--- src/rtl/core_pkg.sv ---
// Shared constants and the decoded-issue bundle for the operand-fetch stage.
package core_pkg;

    localparam int XLEN = 32;
    localparam int NREG = 32;
    localparam int AW   = 5;

    typedef struct packed {
        logic [XLEN-1:0] pc;
        logic [AW-1:0]   rs1;
        logic [AW-1:0]   rs2;
        logic [AW-1:0]   rd;
        logic            use_rs1;
        logic            use_rs2;
        logic            wr_rd;
    } issue_t;

    function automatic logic [NREG-1:0] onehot(input logic [AW-1:0] idx);
        onehot      = '0;
        onehot[idx] = 1'b1;
    endfunction

endpackage

--- src/rtl/operand_fetch_scoreboard.sv ---
// Pending-write scoreboard: one bit per register with an in-flight writer.
module operand_fetch_scoreboard
    import core_pkg::*;
(
    input  logic            i_clk,
    input  logic            i_rst_n,
    input  logic            i_wb_en,
    input  logic [AW-1:0]   i_wb_addr,
    input  logic            i_set_en,
    input  logic [AW-1:0]   i_set_idx,
    input  logic            i_clr_en,
    input  logic [AW-1:0]   i_clr_idx,
    output logic [NREG-1:0] o_pending,
    output logic [NREG-1:0] o_epend
);

    logic [NREG-1:0] r_pending;
    logic [NREG-1:0] w_wb_clr;
    logic [NREG-1:0] w_fl_clr;
    logic [NREG-1:0] w_set;

    // x0 is never tracked, so every update masks out index 0
    assign w_wb_clr = (i_wb_en  && i_wb_addr != '0) ? onehot(i_wb_addr) : '0;
    assign w_fl_clr = (i_clr_en && i_clr_idx != '0) ? onehot(i_clr_idx) : '0;
    assign w_set    = (i_set_en && i_set_idx != '0) ? onehot(i_set_idx) : '0;

    assign o_epend   = r_pending & ~w_wb_clr;
    assign o_pending = r_pending;

    // Set is OR-ed last so it wins over a same-cycle writeback clear
    always_ff @(posedge i_clk or negedge i_rst_n) begin
        if (!i_rst_n) r_pending <= '0;
        else          r_pending <= (r_pending & ~w_wb_clr & ~w_fl_clr) | w_set;
    end

endmodule

--- src/rtl/operand_fetch.sv ---
// Operand-read stage: hazard-checked issue, writeback bypass, registered output slot.
module operand_fetch
    import core_pkg::*;
(
    input  logic            clk,
    input  logic            rst,
    input  logic            in_valid,
    output logic            in_ready,
    input  logic [XLEN-1:0] in_pc,
    input  logic [AW-1:0]   in_rs1,
    input  logic [AW-1:0]   in_rs2,
    input  logic [AW-1:0]   in_rd,
    input  logic            in_use_rs1,
    input  logic            in_use_rs2,
    input  logic            in_wr_rd,
    output logic [AW-1:0]   rf_raddr1,
    output logic [AW-1:0]   rf_raddr2,
    input  logic [XLEN-1:0] rf_rdata1,
    input  logic [XLEN-1:0] rf_rdata2,
    input  logic            wb_en,
    input  logic [AW-1:0]   wb_addr,
    input  logic [XLEN-1:0] wb_data,
    input  logic            flush,
    output logic            out_valid,
    input  logic            out_ready,
    output logic [XLEN-1:0] out_pc,
    output logic [XLEN-1:0] out_rs1_val,
    output logic [XLEN-1:0] out_rs2_val,
    output logic [AW-1:0]   out_rd,
    output logic            out_wr_rd,
    output logic [NREG-1:0] pending
);

    issue_t          w_ins;
    issue_t          r_slot;
    logic            r_out_valid;
    logic [XLEN-1:0] r_rs1_val;
    logic [XLEN-1:0] r_rs2_val;
    logic [NREG-1:0] w_epend;
    logic            w_hazard;
    logic            w_slot_free;
    logic            w_issue;
    logic            w_fl_clr;
    logic [XLEN-1:0] w_op1;
    logic [XLEN-1:0] w_op2;

    assign w_ins = '{pc: in_pc, rs1: in_rs1, rs2: in_rs2, rd: in_rd,
                     use_rs1: in_use_rs1, use_rs2: in_use_rs2, wr_rd: in_wr_rd};

    assign rf_raddr1 = in_rs1;
    assign rf_raddr2 = in_rs2;

    assign w_hazard = (in_use_rs1 && w_epend[in_rs1]) ||
                      (in_use_rs2 && w_epend[in_rs2]) ||
                      (in_wr_rd && in_rd != '0 && w_epend[in_rd]);

    assign w_slot_free = !r_out_valid || out_ready;
    assign in_ready    = w_slot_free && !w_hazard && !flush;
    assign w_issue     = in_valid && in_ready;

    // RF writes land after the edge, so a same-cycle writeback must be forwarded
    assign w_op1 = (in_rs1 == '0) ? '0 :
                   (wb_en && wb_addr == in_rs1) ? wb_data : rf_rdata1;
    assign w_op2 = (in_rs2 == '0) ? '0 :
                   (wb_en && wb_addr == in_rs2) ? wb_data : rf_rdata2;

    // A flushed writer will never write back, so release its pending bit
    assign w_fl_clr = flush && r_out_valid && r_slot.wr_rd;

    operand_fetch_scoreboard u_sb (
        .i_clk     (clk),
        .i_rst_n   (rst),
        .i_wb_en   (wb_en),
        .i_wb_addr (wb_addr),
        .i_set_en  (w_issue && in_wr_rd),
        .i_set_idx (in_rd),
        .i_clr_en  (w_fl_clr),
        .i_clr_idx (r_slot.rd),
        .o_pending (pending),
        .o_epend   (w_epend)
    );

    always_ff @(posedge clk or negedge rst) begin
        if (!rst) begin
            r_out_valid <= 1'b0;
            r_slot      <= '0;
            r_rs1_val   <= '0;
            r_rs2_val   <= '0;
        end else if (w_issue) begin
            r_out_valid <= 1'b1;
            r_slot      <= w_ins;
            r_rs1_val   <= w_op1;
            r_rs2_val   <= w_op2;
        end else if (flush || (r_out_valid && out_ready)) begin
            r_out_valid <= 1'b0;
        end
    end

    assign out_valid   = r_out_valid;
    assign out_pc      = r_slot.pc;
    assign out_rs1_val = r_rs1_val;
    assign out_rs2_val = r_rs2_val;
    assign out_rd      = r_slot.rd;
    assign out_wr_rd   = r_slot.wr_rd;

endmodule

--- config.mk ---
export PLATFORM = sky130hd
export DESIGN_NAME = operand_fetch
export DESIGN_NICKNAME = d
export VERILOG_FILES = /design/src/rtl/core_pkg.sv /design/src/rtl/operand_fetch_scoreboard.sv /design/src/rtl/operand_fetch.sv
export SDC_FILE = /design/constraint.sdc
export NUM_CORES = 1
export LEC_CHECK = 0
export ABC_AREA = 1
export BUFFER_PORTS_ARGS = -buffer_cell sky130_fd_sc_hd__buf_2
export CAP_MARGIN = 5
export CORE_ASPECT_RATIO = 0.9
export CORE_UTILIZATION = 30
export DETAILED_ROUTE_END_ITERATION = 16
export GPL_TIMING_DRIVEN = 1
export PLACE_DENSITY = 0.61
export SYNTH_ARGS = -nofsm -noshare
export SYNTH_HDL_FRONTEND = slang
export SYNTH_SLANG_ARGS = --single-unit
--- constraint.sdc ---
create_clock -name clk -period 1.91 [get_ports clk]
set_clock_uncertainty 0.1 [all_clocks]
set_input_delay 0.0955 -clock clk [delete_from_list [all_inputs] [get_ports clk]]
set_output_delay 0.0955 -clock clk [all_outputs]
set_load 0.03 [all_outputs]
==> impl_metrics.py, run 1 <==
metrics = {
    "logic_synthesis": {
        "synth_cell_types": 32,
        "yosysSeqAreaShare": 0.4038,
        "synthCells": 1244,
        "synth_area_um2": 8367,
        "synth_nets": 1401,
        "ys_warn_count": 0,
        "synth.area.top_cells": "dfrtp_1, nand2_1, nand3_1, nand4_1, a21oi_1",
        "synth_top_area_frac": 0.4038,
        "yosys.area.top_type": "dfrtp_1",
        "synth_area_per_cell_um2": 6.726,
        "synth_seq_cells": 135,
    },
    "die": {
        "die_y_um": 160.4,
        "ios": 303,
        "die_width_um": 178.0,
        "core_um2": 27170,
        "start_util": 0.3079,
        "fp.dieArea_um2": 28560,
        "fp-row-count": 57,
    },
    "setup_path": {
        "reg2reg_depth": 17,
        "crit_top_cell": "nand2_1",
        "worstSetupStartpointType": "flop",
        "cpLargestDelayFamily": "simple AND/OR/NAND/NOR gates",
        "crit_arrival_ns": 2.15,
        "slowest_stage": "dfrtp_1",
        "critPathMaxStageDelay_ns": 0.41,
        "path_depth": 14,
        "worst_setup_path_end_kind": "output port",
        "r2r_start": "u_sb.o_pending[4]$_DFF_PN0_",
        "cp_max_fo": 3,
        "rrSetupSlack_ns": -0.43,
        "rr_endpoint": "out_rs1_val[23]$_DFFE_PN0P_",
        "cp.required_ns": 1.71,
        "worstPathCellList": "o21ai_2, buf_4, nand2_1, o21ai_1, nand2_1, nand2_1, nor2_2, nand3_2, nand2_2, inv_2, nand2_2, nor2_4, buf_12, buf_8",
        "timing.setup.critical_path_class": "reg -> out",
        "crit_buf_inv": 4,
    },
    "place": {
        "gp_congestion": 1.007,
        "dp_cells": 1981,
        "pre_cts_slack_ns": -0.8770,
        "portBuffers": 302,
        "post-dp-hpwl_mm": 29.35,
        "place_area_um2": 11660,
    },
    "routing": {
        "vias": 11684,
        "wl_per_cell_um": 19.59,
        "drt-initial-drc-count": 1265,
        "drc": 0,
        "topRoutingLayerUsed": "met4",
        "via_per_inst": 5.340,
        "first_pass_iters": 6,
        "drt-met1-wl_mm": 17.91,
        "antenna_left": 0,
        "wl_met3_mm": 4.140,
        "dr_wl_met2_mm": 18.85,
        "routed_wl_mm": 42.86,
    },
    "cts": {
        "cts-root-buf": "clkbuf_16",
        "cts.reportedPaths.clkPinSlew_ns": 0.06,
        "clk_latency_ns": 0.43,
        "h-tree-depth": 4,
        "cts_tree": "done",
        "cts_buffers": 17,
        "clock_path_buffers": 2,
        "cts.sink_count": 135,
    },
    "worst_hold_path": {
        "whs_path_depth": 5,
        "hold_class": "in -> reg",
        "hold_end": "out_rs2_val[25]$_DFFE_PN0P_",
        "hp-start": "wb_data[25]",
    },
    "global_route": {
        "grt_pass1_vias": 11234,
        "track_usage": 0.2973,
        "grt_max_degree": 71,
        "antenna_found_initial": 0,
        "grt_pass1_wl_mm": 64.12,
        "overflow": 0,
    },
    "timing": {
        "finalSetupViolCount": 135,
        "hold_slack_ns": 0.05430,
        "slew_headroom": 0.6111,
        "max_freq_mhz": 426.1,
        "tns_ns": -51.91,
        "min_period_ns": 2.347,
        "slew_viol_final": 0,
        "rsz0062_at_grt": "yes",
        "finalWorstSetupSlack_ns": -0.4369,
        "worstMarginPinSlew_ns": 0.5817,
        "fin_crit_sh": 1.229,
        "hold_violations": 0,
    },
    "cells_and_area": {
        "area_growth_pct": 70.21,
        "fin_util": 0.5241,
        "multi_input_area_um2": 4582,
        "fillers": 2571,
        "ff_latch_area_um2": 3385,
        "nets": 1978,
        "diodes": 0,
        "final_cells": 2188,
        "design_area_um2": 14240,
        "drive_gt1_frac": 0.3195,
    },
    "pwr": {
        "power_mw": 12.56,
        "ir_drop_mv": 0.5850,
        "powerDensity_nw_per_um2": 881.8,
        "p_leak_nw": 7.595,
    },
    "job": {
        "maxCapViolations": 0,
    },
    "status": {
        "status": "finished with violations",
        "violations": "setup timing",
    },
}
[synthesized netlist by cell type, drive strengths merged]
library cell / count
nor3: 5
nand3b: 1
nor4: 2
inv: 66
dfrtp: 135
nand4: 96
clkinv: 1
clkbuf: 59
o21bai: 10
o22ai: 3
o21a: 2
nor2: 75
o211ai: 1
buf: 35
o21ai: 53
a21boi: 5
nand3: 168
and2: 1
and3: 1
a21oi: 73
or2: 2
nand2: 445
a221oi: 5
[power breakdown]
part | internal (mW) | leakage (nW) | total, mW | switching, mW
sequential | 3.54 | 1.71 | 3.99 | 0.449
clock | 2.07 | 0.293 | 3.44 | 1.37
combinational | 1.76 | 5.59 | 5.13 | 3.37
total | 7.37 | 7.60 | 12.6 | 5.19
[repair_timing]
action	4_1_cts	5_1_grt
hold buffers	160	0
pin swaps	9	11
gates cloned	3	3
resized for setup	29	16
endpoints found under the hold margin	238	0
buffers inserted	7	2
setup endpoints to repair	135	135
[flip-flops by register name, summed over array words and instances, names as in the netlist]
signal,flops
out_rs2_val,32
out_pc,32
out_rs1_val,32
u_sb.o_pending,32
out_valid,1
out_rd,5
out_wr_rd,1
[final cells by class]
type	count	share of cell area
Sequential cell	135	0.2377
Clock buffer	22	0.03400
Clock inverter	10	0.008171
Timing Repair Buffer	652	0.3495
Inverter	67	0.01784
Multi-Input combinational cell	948	0.3217
Tap cell	354	0.03110
[kinds of logic (layout without fill, tap and decap cells)]
| kind of cell | Yosys count | after routing | synth area share |
|---|---|---|---|
| AND/OR/NAND/NOR | 796 | 796 | 0.4166 |
| AO/OA/AOI/OAI | 152 | 152 | 0.09900 |
| buffers and inverters | 161 | 751 | 0.08060 |
| flip-flops | 135 | 135 | 0.4038 |
[routing by layer]
layer / vias up / global-route usage
li1: 5327 / -
met1: 5401 / 0.4095
met2: 784 / 0.4489
met3: 172 / 0.05587
met4: 0 / 0.1348
met5: - / 0
[worst max path at each step]
stage                                              to                          from  slack (ns)
after detailed placement                     in_ready                    wb_addr[2]       -0.88
after global routing      out_rs1_val[23]$_DFFE_PN0P_   u_sb.o_pending[4]$_DFF_PN0_       -0.55
final                                        in_ready   u_sb.o_pending[4]$_DFF_PN0_       -0.44
after floorplan                 out_rd[1]$_DFFE_PN0P_  u_sb.o_pending[18]$_DFF_PN0_       -0.09
after CTS                                    in_ready   u_sb.o_pending[4]$_DFF_PN0_       -0.44
after global placement                       in_ready                    wb_addr[2]       -0.94
[worst register-to-register path, cell delays in order, from the launching register on]
cell,delay [ns]
dfrtp_1,0.42
o21ai_2,0.11
buf_4,0.15
nand2_1,0.04
o21ai_1,0.08
nand2_1,0.10
nand2_1,0.09
nor2_2,0.06
nand3_2,0.07
nand2_2,0.06
inv_2,0.05
nand2_2,0.06
nor2_4,0.16
buf_8,0.19
buf_12,0.17
buf_12,0.17
nand3_1,0.10
nand2_1,0.10
[cells in the final DEF (no fill, tap or decap), drive strengths merged, types with 3 or more instances in the layout]
cell type | Yosys | routed
clkbuf | 59 | 25
o22ai | 3 | 3
nand4 | 96 | 96
nor3 | 5 | 5
o21bai | 10 | 10
nand2 | 445 | 445
nor2 | 75 | 75
buf | 35 | 488
inv | 66 | 69
a21oi | 73 | 73
o21ai | 53 | 53
a221oi | 5 | 5
a21boi | 5 | 5
dfrtp | 135 | 135
nand3 | 168 | 168
dlygate4sd3 | 0 | 160
clkinv | 1 | 4
No activity file was read; power rests on OpenSTA's default activity.
==> inputs of run 2 (changes only) <==
- CELL_PAD_IN_SITES_DETAIL_PLACEMENT: not set -> 0
- CELL_PAD_IN_SITES_GLOBAL_PLACEMENT: not set -> 2
- CORE_UTILIZATION: 30 -> 24
- PLACE_DENSITY: 0.61 -> 0.84
==> run 2 against run 1 <==
Net effect:
- the flow still finishes with violations (setup timing)
- combinational power rose by 9.0%
- flip-flop and latch count did not move
- global-route usage fell by 5.5 points
- core utilization decreased by 7.6 points
- total power grew 6.0%
- register-to-register slack improved by 0.05 ns
- critical path type unchanged
- highest routed layer unchanged
==> impl_metrics.py, run 2 (same netlist as run 1, synthesis figures left out) <==
metrics = {
    "global_route": {
        "track_usage": 0.2418,
        "grt_pass1_wl_mm": 64.29,
        "antenna_found_initial": 1,
        "grt_pass1_vias": 11114,
        "grt_max_degree": 66,
        "overflow": 0,
    },
    "cells_and_area": {
        "final_common_cell": "nand2_1",
        "drive_gt1_frac": 0.4068,
        "ff_latch_area_um2": 3386,
        "mostFrequentLayoutCells": "nand2_1, buf_2, buf_4, dlygate4sd3_1, dfrtp_1",
        "nets": 2000,
        "fillers": 3480,
        "design_area_um2": 15330,
        "multi_input_area_um2": 5144,
        "area_growth_pct": 83.25,
    },
    "worst_hold_path": {
        "hold_class": "in -> reg",
    },
    "routing": {
        "vias": 11473,
        "drc": 0,
        "via_per_inst": 4.947,
        "wl_per_cell_um": 19.18,
        "first_pass_iters": 7,
        "antenna_left": 0,
        "drt-initial-drc-count": 829,
        "routed_wl_mm": 44.48,
    },
    "setup_path": {
        "r2r_start": "u_sb.o_pending[13]$_DFF_PN0_",
        "worst_setup_path_end_kind": "output port",
        "crit_arrival_ns": 2.11,
        "critPathCapture": "in_ready",
        "cpLargestDelayFamily": "simple AND/OR/NAND/NOR gates",
        "slowest_stage": "dfrtp_1",
        "timing.setup.critical_path_class": "reg -> out",
        "rr_endpoint": "out_rs1_val[25]$_DFFE_PN0P_",
        "cp_max_fo": 3,
        "crit_top_cell": "nand2_2",
        "worstSetupStartpointType": "flop",
        "crit_buf_inv": 4,
        "worstPathCellList": "nand2_2, inv_1, o21ai_1, nor2_1, nand2_1, nor2_1, nand3_2, nand2_2, clkinv_2, nand2_2, nor2_4, buf_12, buf_8",
        "rrSetupSlack_ns": -0.38,
        "cp-startpoint": "u_sb.o_pending[13]$_DFF_PN0_",
        "reg2reg_depth": 17,
        "path_depth": 13,
        "critPathMaxStageDelay_ns": 0.41,
        "cp.required_ns": 1.71,
    },
    "timing": {
        "fin_crit_sh": 1.205,
        "rsz0062_at_grt": "yes",
        "slew_viol_final": 0,
        "min_period_ns": 2.301,
        "finalSetupViolCount": 135,
        "hold_violations": 0,
        "max_freq_mhz": 434.5,
        "slew_headroom": 0.5683,
        "finalWorstSetupSlack_ns": -0.3912,
        "tns_ns": -40.93,
        "worstMarginPinSlew_ns": 0.6475,
    },
    "pwr": {
        "p_sw_mw": 5.608,
        "comb_power_share": 0.420,
        "ir_drop_mv": 0.5378,
        "p_leak_nw": 7.906,
        "powerDensity_nw_per_um2": 868.3,
        "p_seq_frac": 0.306,
        "p_clk_frac": 0.274,
        "p_sw_frac": 0.4212,
        "p_int_mw": 7.706,
    },
    "die": {
        "die_width_um": 198.8,
        "fp-row-count": 64,
        "ios": 303,
        "core_um2": 34190,
        "start_util": 0.2447,
        "die_y_um": 179.1,
        "fp.dieArea_um2": 35610,
    },
    "status": {
        "status": "finished with violations",
        "violations": "setup timing",
    },
    "cts": {
        "cts.sink_count": 135,
        "cts-root-buf": "clkbuf_16",
        "h-tree-depth": 4,
        "cts_tree": "done",
        "cts.reportedPaths.clkPinSlew_ns": 0.07,
        "clk_latency_ns": 0.45,
        "cts_buffers": 17,
        "clock_path_buffers": 2,
    },
    "place": {
        "place_area_um2": 12020,
        "portBuffers": 302,
        "post-dp-hpwl_mm": 30.57,
        "gp_congestion": 0.9255,
    },
    "job": {
        "maxCapViolations": 0,
    },
}
[run 2: cell types whose count changed in the layout (fill, tap and decap cells not counted), sizes merged]
cell and delta:
nand2 +1, buf +41, inv +2, bufinv +1, clkbuf -2, clkinv +1, dlygate4sd3 -22, diode +1
[run 2: what timing repair did]
action                                 4_1_cts  5_1_grt
buffers inserted                            18        4
hold buffers                               138        0
gates resized for setup                     52      156
setup endpoints to repair                  135      135
cloned                                      10        6
pin swaps                                   26       74
endpoints found under the hold margin      200        0
[run 2: through the flow]
stage / hold WS, ns / setup slack [ns] / power (mW) / cells / utilization
floorplan: -0.3001 / -0.09141 / 6.649 / 1244 / -
global placement: 0.03900 / -0.7789 / 8.708 / 2114 / 0.3517
detailed placement: 0.03082 / -0.7965 / 8.756 / 2114 / 0.3517
CTS: 0.06099 / -0.3947 / 12.97 / 2312 / 0.4297
global route: 0.1122 / -0.4839 / 13.93 / 2319 / 0.4484
finish: 0.07860 / -0.3912 / 13.31 / 2319 / 0.4484
[run 2: worst min path at each step]
stage	startpoint	depth (start not counted)	to	slack, ns
2_1_floorplan	rst	0	out_pc[0]$_DFFE_PN0P_	-0.30
3_3_place_gp	rst	1	out_pc[19]$_DFFE_PN0P_	0.04
3_5_place_dp	rst	1	out_pc[19]$_DFFE_PN0P_	0.03
4_1_cts	in_rd[1]	6	u_sb.o_pending[13]$_DFF_PN0_	0.06
5_1_grt	in_rd[1]	6	u_sb.o_pending[13]$_DFF_PN0_	0.11
6_report	in_rd[1]	6	u_sb.o_pending[13]$_DFF_PN0_	0.08
[run 2: cell type report]
type | instances | area share
diodes | 1 | 0.0001632
clock buffers | 18 | 0.02864
clock inverters | 14 | 0.01232
inverters | 67 | 0.01665
multi-input cells | 949 | 0.3355
flip-flops and latches | 135 | 0.2208
well taps | 462 | 0.03770
repair buffers | 673 | 0.3482
[run 2: tightest hold or removal path: cells and delay by family]
| family | cells | cell delay, ns |
|---|---|---|
| AND/OR/NAND/NOR | 4 | 0.32 |
| buffers and inverters | 2 | 0.18 |
[run 2: power by group through the flow]
stage / clock network [mW] / logic (mW) / registers, mW
after floorplan: 0 / 1.33 / 5.32
after global placement: 0 / 4.70 / 4.00
after detailed placement: 0 / 4.75 / 4.01
after CTS: 3.71 / 5.29 / 3.98
after global routing: 3.81 / 5.96 / 4.15
final: 3.65 / 5.59 / 4.08
[run 2: per-layer routing]
metal	track usage	vias to the layer above	wire (um)
li1	-	5380	-
met1	0.3282	5480	19820
met2	0.3734	533	19960
met3	0.05399	80	3438
met4	0.08910	0	1260
met5	0	-	0
